--- src/rtl/fetch_if.sv ---
`timescale 1ns/1ps
// Fetch-stage signal bundle: instruction-memory port, execute-stage redirect inputs, decode-stage outputs.
interface fetch_if;
  logic [31:0] imem_addr;
  logic        imem_en;
  logic [31:0] imem_rdata;
  logic        id_stall;
  logic [1:0]  ex_jump;
  logic [1:0]  ex_branch_inst;
  logic        ex_alu_zero;
  logic [31:0] ex_pc_plus4;
  logic [31:0] ex_imm;
  logic [25:0] ex_instr_index;
  logic [31:0] ex_rs_data;
  logic        id_valid;
  logic [31:0] id_instr;
  logic [5:0]  id_opcode;
  logic [5:0]  id_func;
  logic [31:0] id_pc;
  logic [31:0] id_pc_plus4;
  logic        redirect;

  modport master (
    output imem_addr, imem_en, id_valid, id_instr, id_opcode, id_func, id_pc, id_pc_plus4, redirect,
    input  imem_rdata, id_stall, ex_jump, ex_branch_inst, ex_alu_zero, ex_pc_plus4, ex_imm,
           ex_instr_index, ex_rs_data
  );

  modport slave (
    input  imem_addr, imem_en, id_valid, id_instr, id_opcode, id_func, id_pc, id_pc_plus4, redirect,
    output imem_rdata, id_stall, ex_jump, ex_branch_inst, ex_alu_zero, ex_pc_plus4, ex_imm,
           ex_instr_index, ex_rs_data
  );
endinterface

--- src/rtl/fetch_unit.sv ---
`timescale 1ns/1ps
// Instruction fetch: PC owner, one outstanding imem read, one-entry skid behind id_stall.
// Two cycles from reset or redirect-load to id_valid; id_stall freezes id_* and blocks new reads.
module fetch_unit #(
  parameter logic [31:0] RESET_PC = 32'h0000_0000
) (
  input logic    clk,
  input logic    rst,
  fetch_if.master fif
);

  logic [31:0] pc_q, pc_d;
  logic        inflight_q, inflight_d;
  logic [31:0] inflight_pc_q, inflight_pc_d;
  logic        skid_vld_q, skid_vld_d;
  logic [31:0] skid_instr_q, skid_instr_d;
  logic [31:0] skid_pc_q, skid_pc_d;
  logic        id_valid_q, id_valid_d;
  logic [31:0] id_instr_q, id_instr_d;
  logic [31:0] id_pc_q, id_pc_d;
  logic [31:0] id_pc_plus4_q, id_pc_plus4_d;
  logic        taken;
  logic [31:0] target;

  always_comb begin
    taken = (fif.ex_jump == 2'b01) || (fif.ex_jump == 2'b10) ||
            ((fif.ex_branch_inst == 2'b01) && fif.ex_alu_zero) ||
            ((fif.ex_branch_inst == 2'b10) && !fif.ex_alu_zero);
    // Jump encodings outrank the branch encoding when both are present.
    if (fif.ex_jump == 2'b01) begin
      target = {fif.ex_pc_plus4[31:28], fif.ex_instr_index, 2'b00};
    end else if (fif.ex_jump == 2'b10) begin
      target = fif.ex_rs_data;
    end else begin
      target = fif.ex_pc_plus4 + (fif.ex_imm << 2);
    end
  end

  always_comb begin
    pc_d          = pc_q;
    inflight_d    = inflight_q;
    inflight_pc_d = inflight_pc_q;
    skid_vld_d    = skid_vld_q;
    skid_instr_d  = skid_instr_q;
    skid_pc_d     = skid_pc_q;
    id_valid_d    = id_valid_q;
    id_instr_d    = id_instr_q;
    id_pc_d       = id_pc_q;
    id_pc_plus4_d = id_pc_plus4_q;

    if (taken) begin
      pc_d       = target;
      inflight_d = 1'b0;
      skid_vld_d = 1'b0;
      id_valid_d = 1'b0;
    end else if (!fif.id_stall) begin
      pc_d          = pc_q + 32'd4;
      inflight_d    = 1'b1;
      inflight_pc_d = pc_q;
      if (skid_vld_q) begin
        id_valid_d    = 1'b1;
        id_instr_d    = skid_instr_q;
        id_pc_d       = skid_pc_q;
        id_pc_plus4_d = skid_pc_q + 32'd4;
        skid_vld_d    = inflight_q;
        skid_instr_d  = fif.imem_rdata;
        skid_pc_d     = inflight_pc_q;
      end else begin
        id_valid_d = inflight_q;
        if (inflight_q) begin
          id_instr_d    = fif.imem_rdata;
          id_pc_d       = inflight_pc_q;
          id_pc_plus4_d = inflight_pc_q + 32'd4;
        end
      end
    end else begin
      // Stalled: park the returning read so it is not lost.
      inflight_d = 1'b0;
      if (inflight_q && !skid_vld_q) begin
        skid_vld_d   = 1'b1;
        skid_instr_d = fif.imem_rdata;
        skid_pc_d    = inflight_pc_q;
      end
    end
  end

  always_ff @(posedge clk or posedge rst) begin
    if (rst) begin
      pc_q          <= RESET_PC;
      inflight_q    <= 1'b0;
      inflight_pc_q <= 32'd0;
      skid_vld_q    <= 1'b0;
      skid_instr_q  <= 32'd0;
      skid_pc_q     <= 32'd0;
      id_valid_q    <= 1'b0;
      id_instr_q    <= 32'd0;
      id_pc_q       <= 32'd0;
      id_pc_plus4_q <= 32'd0;
    end else begin
      pc_q          <= pc_d;
      inflight_q    <= inflight_d;
      inflight_pc_q <= inflight_pc_d;
      skid_vld_q    <= skid_vld_d;
      skid_instr_q  <= skid_instr_d;
      skid_pc_q     <= skid_pc_d;
      id_valid_q    <= id_valid_d;
      id_instr_q    <= id_instr_d;
      id_pc_q       <= id_pc_d;
      id_pc_plus4_q <= id_pc_plus4_d;
    end
  end

  assign fif.imem_addr   = pc_q;
  assign fif.imem_en     = !fif.id_stall && !rst;
  assign fif.redirect    = taken;
  assign fif.id_valid    = id_valid_q;
  assign fif.id_instr    = id_instr_q;
  assign fif.id_opcode   = id_instr_q[31:26];
  assign fif.id_func     = id_instr_q[5:0];
  assign fif.id_pc       = id_pc_q;
  assign fif.id_pc_plus4 = id_pc_plus4_q;

endmodule

--- src/flat_wrapper.sv ---
// flat-port wrapper written by rule: the top's interface ports become plain ports
module fetch_unit_flat 
#(
  parameter logic [31:0] RESET_PC = 32'h0000_0000
)
  (clk, rst, fif_imem_addr, fif_imem_en, fif_id_valid, fif_id_instr, fif_id_opcode, fif_id_func, fif_id_pc, fif_id_pc_plus4, fif_redirect, fif_imem_rdata, fif_id_stall, fif_ex_jump, fif_ex_branch_inst, fif_ex_alu_zero, fif_ex_pc_plus4, fif_ex_imm, fif_ex_instr_index, fif_ex_rs_data);
  fetch_if fif_i ();
  input logic clk;
  input logic rst;
  output wire logic [$bits(fif_i.imem_addr)-1:0] fif_imem_addr;
  output wire logic [$bits(fif_i.imem_en)-1:0] fif_imem_en;
  output wire logic [$bits(fif_i.id_valid)-1:0] fif_id_valid;
  output wire logic [$bits(fif_i.id_instr)-1:0] fif_id_instr;
  output wire logic [$bits(fif_i.id_opcode)-1:0] fif_id_opcode;
  output wire logic [$bits(fif_i.id_func)-1:0] fif_id_func;
  output wire logic [$bits(fif_i.id_pc)-1:0] fif_id_pc;
  output wire logic [$bits(fif_i.id_pc_plus4)-1:0] fif_id_pc_plus4;
  output wire logic [$bits(fif_i.redirect)-1:0] fif_redirect;
  input wire logic [$bits(fif_i.imem_rdata)-1:0] fif_imem_rdata;
  input wire logic [$bits(fif_i.id_stall)-1:0] fif_id_stall;
  input wire logic [$bits(fif_i.ex_jump)-1:0] fif_ex_jump;
  input wire logic [$bits(fif_i.ex_branch_inst)-1:0] fif_ex_branch_inst;
  input wire logic [$bits(fif_i.ex_alu_zero)-1:0] fif_ex_alu_zero;
  input wire logic [$bits(fif_i.ex_pc_plus4)-1:0] fif_ex_pc_plus4;
  input wire logic [$bits(fif_i.ex_imm)-1:0] fif_ex_imm;
  input wire logic [$bits(fif_i.ex_instr_index)-1:0] fif_ex_instr_index;
  input wire logic [$bits(fif_i.ex_rs_data)-1:0] fif_ex_rs_data;
  assign fif_imem_addr = fif_i.imem_addr;
  assign fif_imem_en = fif_i.imem_en;
  assign fif_id_valid = fif_i.id_valid;
  assign fif_id_instr = fif_i.id_instr;
  assign fif_id_opcode = fif_i.id_opcode;
  assign fif_id_func = fif_i.id_func;
  assign fif_id_pc = fif_i.id_pc;
  assign fif_id_pc_plus4 = fif_i.id_pc_plus4;
  assign fif_redirect = fif_i.redirect;
  assign fif_i.imem_rdata = fif_imem_rdata;
  assign fif_i.id_stall = fif_id_stall;
  assign fif_i.ex_jump = fif_ex_jump;
  assign fif_i.ex_branch_inst = fif_ex_branch_inst;
  assign fif_i.ex_alu_zero = fif_ex_alu_zero;
  assign fif_i.ex_pc_plus4 = fif_ex_pc_plus4;
  assign fif_i.ex_imm = fif_ex_imm;
  assign fif_i.ex_instr_index = fif_ex_instr_index;
  assign fif_i.ex_rs_data = fif_ex_rs_data;
  fetch_unit #(.RESET_PC(RESET_PC)) u_core (.clk(clk), .rst(rst), .fif(fif_i));
endmodule
--- config.mk ---
export PLATFORM = sky130hd
export DESIGN_NAME = fetch_unit_flat
export DESIGN_NICKNAME = d
export VERILOG_FILES = /design/src/rtl/fetch_if.sv /design/src/rtl/fetch_unit.sv /design/src/flat_wrapper.sv
export SDC_FILE = /design/constraint.sdc
export NUM_CORES = 1
export LEC_CHECK = 0
export BUFFER_PORTS_ARGS = -buffer_cell sky130_fd_sc_hd__buf_2
export CAP_MARGIN = 25
export CORE_UTILIZATION = 30
export DETAILED_ROUTE_END_ITERATION = 8
export PLACE_DENSITY = 0.57
export SYNTH_ARGS = -nofsm -noshare
export SYNTH_HDL_FRONTEND = slang
export SYNTH_SLANG_ARGS = --single-unit
--- constraint.sdc ---
create_clock -name clk -period 6.5 [get_ports clk]
set_input_delay 0.325 -clock clk [delete_from_list [all_inputs] [get_ports clk]]
set_output_delay 0.325 -clock clk [all_outputs]
set_load 0.1 [all_outputs]
==> flow_summary_export.csv, run 1 <==
group,metric,value,unit
die,pin_count,305,
logic_synthesis,synth-main-ff-cell,"dfrtp_1",
sta,holdWs,0.0523,ns
layout,antenna_cells,0,
sta,tightest_slew,0.989,ns
die,die_height,204,um
clock_tree,cts_made_buffers,27,
layout,nFillCells,4087,
setup_path,r2r_slack,2.86,ns
power,peakVddDrop,259,uV
min_path,hp-class,"in -> reg",
logic_synthesis,yosysWarnings,0,
logic_synthesis,ys_ff_latch,225,
setup_path,cp_common_cell,"nand4_2",
layout,multiInputGateArea,6190,sq um
power,p_total,8.08,mW
die,die_w,204,um
clock_tree,clock_latency,0.52,ns
detailed_routing,drc_errors,0,
logic_synthesis,async_flop_share,1.00,
setup_path,critical_path.endpoint,"u_core.fif.id_pc_plus4[31]$_DFFE_PP0P_",
grt,grt_max_degree,131,
place,port_buffers,302,
power,powerDensity,536,nW/um^2
detailed_routing,wirelength,35800,um
setup_path,slowest_stage,"dfrtp_4",
setup_path,crit_chain,"mux2i_1 -> a211oi_4 -> nand4_2 -> or3_4 -> or4_4 -> nor3b_4 -> nand4_2 -> xnor2_1 -> o21ai_1",
place,dp.cells,1956,
layout,nets,1658,
sta,fmax,275,MHz
layout,finalNonFillerCells,2006,
clock_tree,cts_buffer_depth,3,
die,rows,73,
logic_synthesis,ys_top_cells_by_area,"dfrtp_1 (46%), mux2_2 (9.6%), mux2i_1 (5.6%)",
logic_synthesis,synthesis.area,12300,sq um
clock_tree,cts_root_buffer,"clkbuf_16",
layout,area_delta_synth_final,22.9,%
setup_path,cp_data_arrival_time,4.01,ns
setup_path,critPathLaunch,"u_core.skid_vld_q$_DFFE_PP0P_",
setup_path,end_kind,"flip-flop",
outcome,status,"completed",
clock_tree,cts.sinks,225,
grt,antenna_found_initial,1,
clock_tree,post_cts_resized,0,
detailed_routing,via_per_inst,4.83,
grt,grt_overflow,0,
logic_synthesis,synth_edf_count,0,
setup_path,r2r_cells,9,
grt,grt_pass1_vias,9643,
die,core_area,40000,sq um
detailed_routing,drtPass1Iterations,7,
setup_path,worstSetupPathType,"reg -> reg",
die,start_util,0.306,
setup_path,start_kind,"flip-flop",
logic_synthesis,avgSynthCellArea,10.3,sq um
place,finalWeightedCongestion,0.862,
logic_synthesis,synth_top_area_cell,"dfrtp_1",
setup_path,regToRegStartpoint,"u_core.skid_vld_q$_DFFE_PP0P_",
logic_synthesis,synthTopCellsByCount,"dfrtp_1 (225), nand2_1 (169), o21ai_0 (124)",
sta,finalCriticalPeriod,3.64,ns
power,cellLeakagePower,6.96,nW
place,hpwlAfterDp,26900,um
setup_path,r2r-end,"u_core.fif.id_pc_plus4[31]$_DFFE_PP0P_",
job,max_cap_viol_count,0,
layout,regArea,5630,sq um
layout,drive_gt1_frac,0.329,
sta,finalHoldViolCount,0,
detailed_routing,first_iter_violations,536,
logic_synthesis,synthCells,1193,
logic_synthesis,synth_cell_types,69,
setup_path,crit_path_max_incr_delay,0.91,ns
logic_synthesis,yosysMostFrequentCell,"dfrtp_1",
sta,finalClockSkew,0.00850,ns
logic_synthesis,synthesis.nets,1389,
grt,grt_pass1_wl,55500,um
clock_tree,clk_pin_slew,0.06,ns
detailed_routing,drtAntennaViolNets,0,
detailed_routing,wl_per_cell,17.9,um
min_path,hp-start,"fif_imem_rdata[5]",
clock_tree,cts-htree-levels,1,
sta,fin_tns_setup,0,ns
logic_synthesis,yosysSeqAreaShare,0.459,
grt,grt_usage,0.170,
sta,setup-violations-final,0,
sta,rsz0062_at_grt,"no",
sta,slew_headroom,0.341,
clock_tree,cts_tree,"done",
logic_synthesis,synth_top_cell_area_share,0.459,
sta,finalMaxSlewViolations,0,
setup_path,crit_fanout,54,
setup_path,worstPathRequired,6.88,ns
sta,fin_crit_sh,0.560,
die,die_area,41700,sq um
detailed_routing,vias,9694,
-- flip-flops by register name (all words and copies together), names as in the netlist --
register                flops
u_core.skid_pc_q           32
u_core.fif.id_valid         1
u_core.fif.id_pc_plus4     32
u_core.fif.id_pc           30
u_core.fif.imem_addr       32
u_core.skid_vld_q           1
u_core.inflight_q           1
u_core.inflight_pc_q       32
u_core.fif.id_instr        32
u_core.skid_instr_q        32
-- timing repair --
action / CTS / global route
hold endpoints to repair: 95 / 0
buffers inserted: 0 / 0
hold buffers: 1 / 0
-- cells in the final DEF (no fill, tap or decap), drive strengths merged, types with 13 or more instances in the layout --
cell type / instances
a21o: 21
xnor2: 46
nor3: 14
o21ai: 126
nand4: 13
nand3: 23
buf: 314
dfrtp: 225
mux2i: 68
a211oi: 13
nor2: 56
a21oi: 46
ha: 33
nand2: 169
xor2: 36
clkbuf: 39
mux2: 105
-- how the worst min path moves through the flow --
stage	endpoint	depth (start not counted)	slack, ns
after floorplan	u_core.skid_pc_q[27]$_DFFE_PP0P_	1	0.47
after global placement	u_core.fif.id_instr[23]$_DFFE_PP0P_	2	0.46
after detailed placement	u_core.fif.id_pc[15]$_DFFE_PP0P_	2	0.46
after CTS	u_core.skid_instr_q[13]$_DFFE_PP0P_	2	0.02
after global routing	u_core.skid_instr_q[5]$_DFFE_PP0P_	2	0.03
final	u_core.skid_instr_q[5]$_DFFE_PP0P_	2	0.05
-- stage by stage --
step	utilization	setup slack (ns)	cell area, sq um
after floorplan	-	0.0122	12300
after global placement	0.353	2.78	14100
after detailed placement	0.353	2.77	14100
after CTS	0.376	2.74	15000
after global routing	0.376	2.59	15100
final	0.376	2.86	15100
-- area by class of cell --
class,count,share of cell area
tap,525,0.0436
sequential,225,0.374
timing repair buffer,315,0.109
multi-input combinational,883,0.411
clock inverter,9,0.00648
inverter,10,0.00299
clock buffer,39,0.0532
-- report_power, final --
group          total (mW)  switching, mW  leakage, nW  internal (mW)
Combinational        4.18           3.35         3.75          0.830
Sequential           2.40          0.436         2.76           1.97
Clock                1.50          0.573        0.447          0.927
Total                8.08           4.36         6.96           3.72
-- worst max-delay path: cells and delay by family, from the launching register on --
kind	cells	cell delay (ns)
mux	1	0.34
xor+xnor	1	0.15
compound gates	2	0.51
simple gates	5	1.55
flops	1	0.91
-- cell families (layout without fill, tap and decap cells) --
logic type / after synthesis / after routing / share of synthesized area
AOI/OAI and AO/OA: 270 / 270 / 0.134
xor gates and xnor gates: 82 / 82 / 0.0586
adders and majority gates: 34 / 34 / 0.0353
buffers and inverters: 85 / 373 / 0.0377
DFF: 225 / 225 / 0.459
muxes: 173 / 173 / 0.152
and+or+nand+nor: 324 / 324 / 0.123
-- per-layer routing --
| metal | vias up | global-route usage | part of all wire |
|---|---|---|---|
| met4 | 2 | 0.0405 | 0.019 |
| met2 | 334 | 0.274 | 0.45 |
| met3 | 44 | 0.0376 | 0.071 |
| met1 | 4548 | 0.231 | 0.46 |
| met5 | - | 0 | 0.00028 |
| li1 | 4766 | - | - |
No activity file was read; power rests on OpenSTA's default activity.
==> run 2: changes to the inputs <==
--- a/config.mk
+++ b/config.mk
@@ -9,7 +9,7 @@
 export CAP_MARGIN = 25
 export CORE_UTILIZATION = 30
 export DETAILED_ROUTE_END_ITERATION = 8
-export PLACE_DENSITY = 0.57
+export PLACE_DENSITY = 0.55
 export SYNTH_ARGS = -nofsm -noshare
 export SYNTH_HDL_FRONTEND = slang
 export SYNTH_SLANG_ARGS = --single-unit
==> constraint.sdc (replaced) <==
create_clock -name clk -period 3.46 [get_ports clk]
set_input_delay 0.173 -clock clk [delete_from_list [all_inputs] [get_ports clk]]
set_output_delay 0.173 -clock clk [all_outputs]
set_load 0.1 [all_outputs]
==> flow_summary_export.csv, run 2 (same netlist as run 1, synthesis figures left out) <==
group,metric,value,unit
power,peakVddDrop,461,uV
die,start_util,0.306,
power,cellLeakagePower,7.29,nW
grt,grt_pass1_wl,57500,um
clock_tree,clock_latency,0.54,ns
clock_tree,cts_tree,"done",
layout,final_cell_mix,"buf_2 (302), dfrtp_1 (224), nand2_1 (168)",
min_path,hp-class,"in -> reg",
place,dp.cells,1969,
grt,antenna_found_initial,0,
grt,grt_pass1_vias,10100,
die,die_area,41700,sq um
detailed_routing,via_per_inst,4.83,
sta,fin_tns_setup,0,ns
grt,grt_overflow,0,
setup_path,crit_fanout,25,
sta,finalClockSkew,0.0165,ns
clock_tree,cts_root_buffer,"clkbuf_16",
layout,final_common_cell,"buf_2",
detailed_routing,wirelength,36200,um
setup_path,crit_chain,"nand3b_1 -> a211oi_4 -> nand4_2 -> or3_4 -> or4_4 -> nor3b_4 -> nand4_2 -> xnor2_1 -> o21ai_1",
clock_tree,clk_pin_slew,0.06,ns
grt,grt_usage,0.174,
outcome,status,"completed",
detailed_routing,first_iter_violations,555,
detailed_routing,wl_per_cell,17.4,um
die,die_height,204,um
sta,fin_crit_sh,0.897,
detailed_routing,drc_errors,0,
layout,drive_gt1_frac,0.322,
sta,fmax,322,MHz
clock_tree,cts.sinks,225,
sta,rsz0062_at_grt,"no",
sta,slew_headroom,0.487,
setup_path,crit_path_max_incr_delay,0.62,ns
grt,grt_max_degree,111,
setup_path,worstPathRequired,3.92,ns
clock_tree,cts_made_buffers,28,
layout,area_delta_synth_final,29.2,%
setup_path,slowest_stage,"dfrtp_4",
die,rows,73,
setup_path,cp_data_arrival_time,3.56,ns
clock_tree,post_cts_resized,0,
place,hpwlAfterDp,27200,um
detailed_routing,drtPass1Iterations,5,
clock_tree,cts-htree-levels,1,
place,port_buffers,302,
die,core_area,40000,sq um
setup_path,r2r_slack,0.35,ns
setup_path,end_kind,"flip-flop",
die,pin_count,305,
setup_path,start_kind,"flip-flop",
setup_path,worstSetupPathType,"reg -> reg",
layout,antenna_cells,0,
die,die_w,204,um
sta,finalMaxSlewViolations,0,
place,finalWeightedCongestion,0.885,
detailed_routing,vias,10100,
detailed_routing,drtAntennaViolNets,0,
setup_path,cp_common_cell,"nand4_2",
power,powerDensity,972,nW/um^2
layout,finalNonFillerCells,2082,
sta,finalHoldViolCount,0,
layout,nets,1732,
sta,finalCriticalPeriod,3.11,ns
sta,tightest_slew,0.767,ns
job,max_cap_viol_count,0,
clock_tree,cts_buffer_depth,3,
sta,setup-violations-final,0,
## run 2: cell types whose count changed in the layout (fill, tap and decap cells not counted), moves of 2 or more
cell	change
clkinvlp_4	+2
clkbuf_16	+2
buf_4	+8
buf_12	+4
dlygate4sd3_1	+61
## run 2: per-stage QoR
| step | setup slack (ns) | util | power, mW | hold slack (ns) | cell area, sq um |
|---|---|---|---|---|---|
| 6_report | 0.355 | 0.396 | 15.4 | 0.0110 | 15800 |
| 2_1_floorplan | 0.344 | - | 11.0 | 0.322 | 12300 |
| 3_3_place_gp | 0.215 | 0.357 | 12.4 | 0.311 | 14300 |
| 5_1_grt | 0.153 | 0.396 | 16.2 | 0.0388 | 15800 |
| 3_5_place_dp | 0.167 | 0.357 | 12.5 | 0.305 | 14300 |
| 4_1_cts | 0.290 | 0.396 | 15.6 | 0.0000192 | 15800 |
## run 2: final timing paths
path	start	to	depth (start not counted)
setup / recovery	u_core.skid_vld_q$_DFFE_PP0P_	u_core.fif.id_pc_plus4[31]$_DFFE_PP0P_	9
hold / removal	fif_ex_rs_data[0]	u_core.fif.imem_addr[0]$_DFFE_PP0P_	3
setup reg to reg	u_core.skid_vld_q$_DFFE_PP0P_	u_core.fif.id_pc_plus4[31]$_DFFE_PP0P_	9
hold reg to reg	u_core.fif.id_pc_plus4[14]$_DFFE_PP0P_	u_core.fif.id_pc_plus4[14]$_DFFE_PP0P_	2
max in group asynchronous	rst	u_core.skid_instr_q[18]$_DFFE_PP0P_	4
min in group asynchronous	rst	u_core.inflight_pc_q[26]$_DFFE_PP0P_	3
## run 2: area by class of cell
class,instances,area (sq um)
clock inverter,10,90.1
timing repair buffer,388,2390
fill,4016,24200
clock buffer,41,841
sequential,225,5630
multi-input combinational,883,6190
tap,525,657
inverter,10,41.3
## run 2: what timing repair did
action	4_1_cts	5_1_grt
hold buffers	62	0
setup buffers	0	0
hold endpoints to repair	110	0
## run 2: where the power goes
group	total [mW]	switching, mW	internal (mW)	leakage, nW
registers	4.48	0.787	3.69	2.76
logic	8.02	6.36	1.65	4.07
clock network	2.90	1.14	1.76	0.458
total	15.4	8.29	7.10	7.29
## run 2: worst max-delay path: cells and delay by family (launching register included)
family | cells | cell delay, ns
AND/OR/NAND/NOR | 6 | 1.80
AO/OA/AOI/OAI | 2 | 0.46
XOR/XNOR | 1 | 0.14
flip-flops | 1 | 0.62
## run 2: per-layer routing
metal  share of wire  vias to the layer above  track usage  wire length (um)
met3           0.060                       41       0.0328              2160
met5               0                        -            0                 0
li1                -                     4921            -                 -
met4           0.016                        0       0.0362               584
met2            0.45                      335        0.285             16400
met1            0.47                     4769        0.238             17100
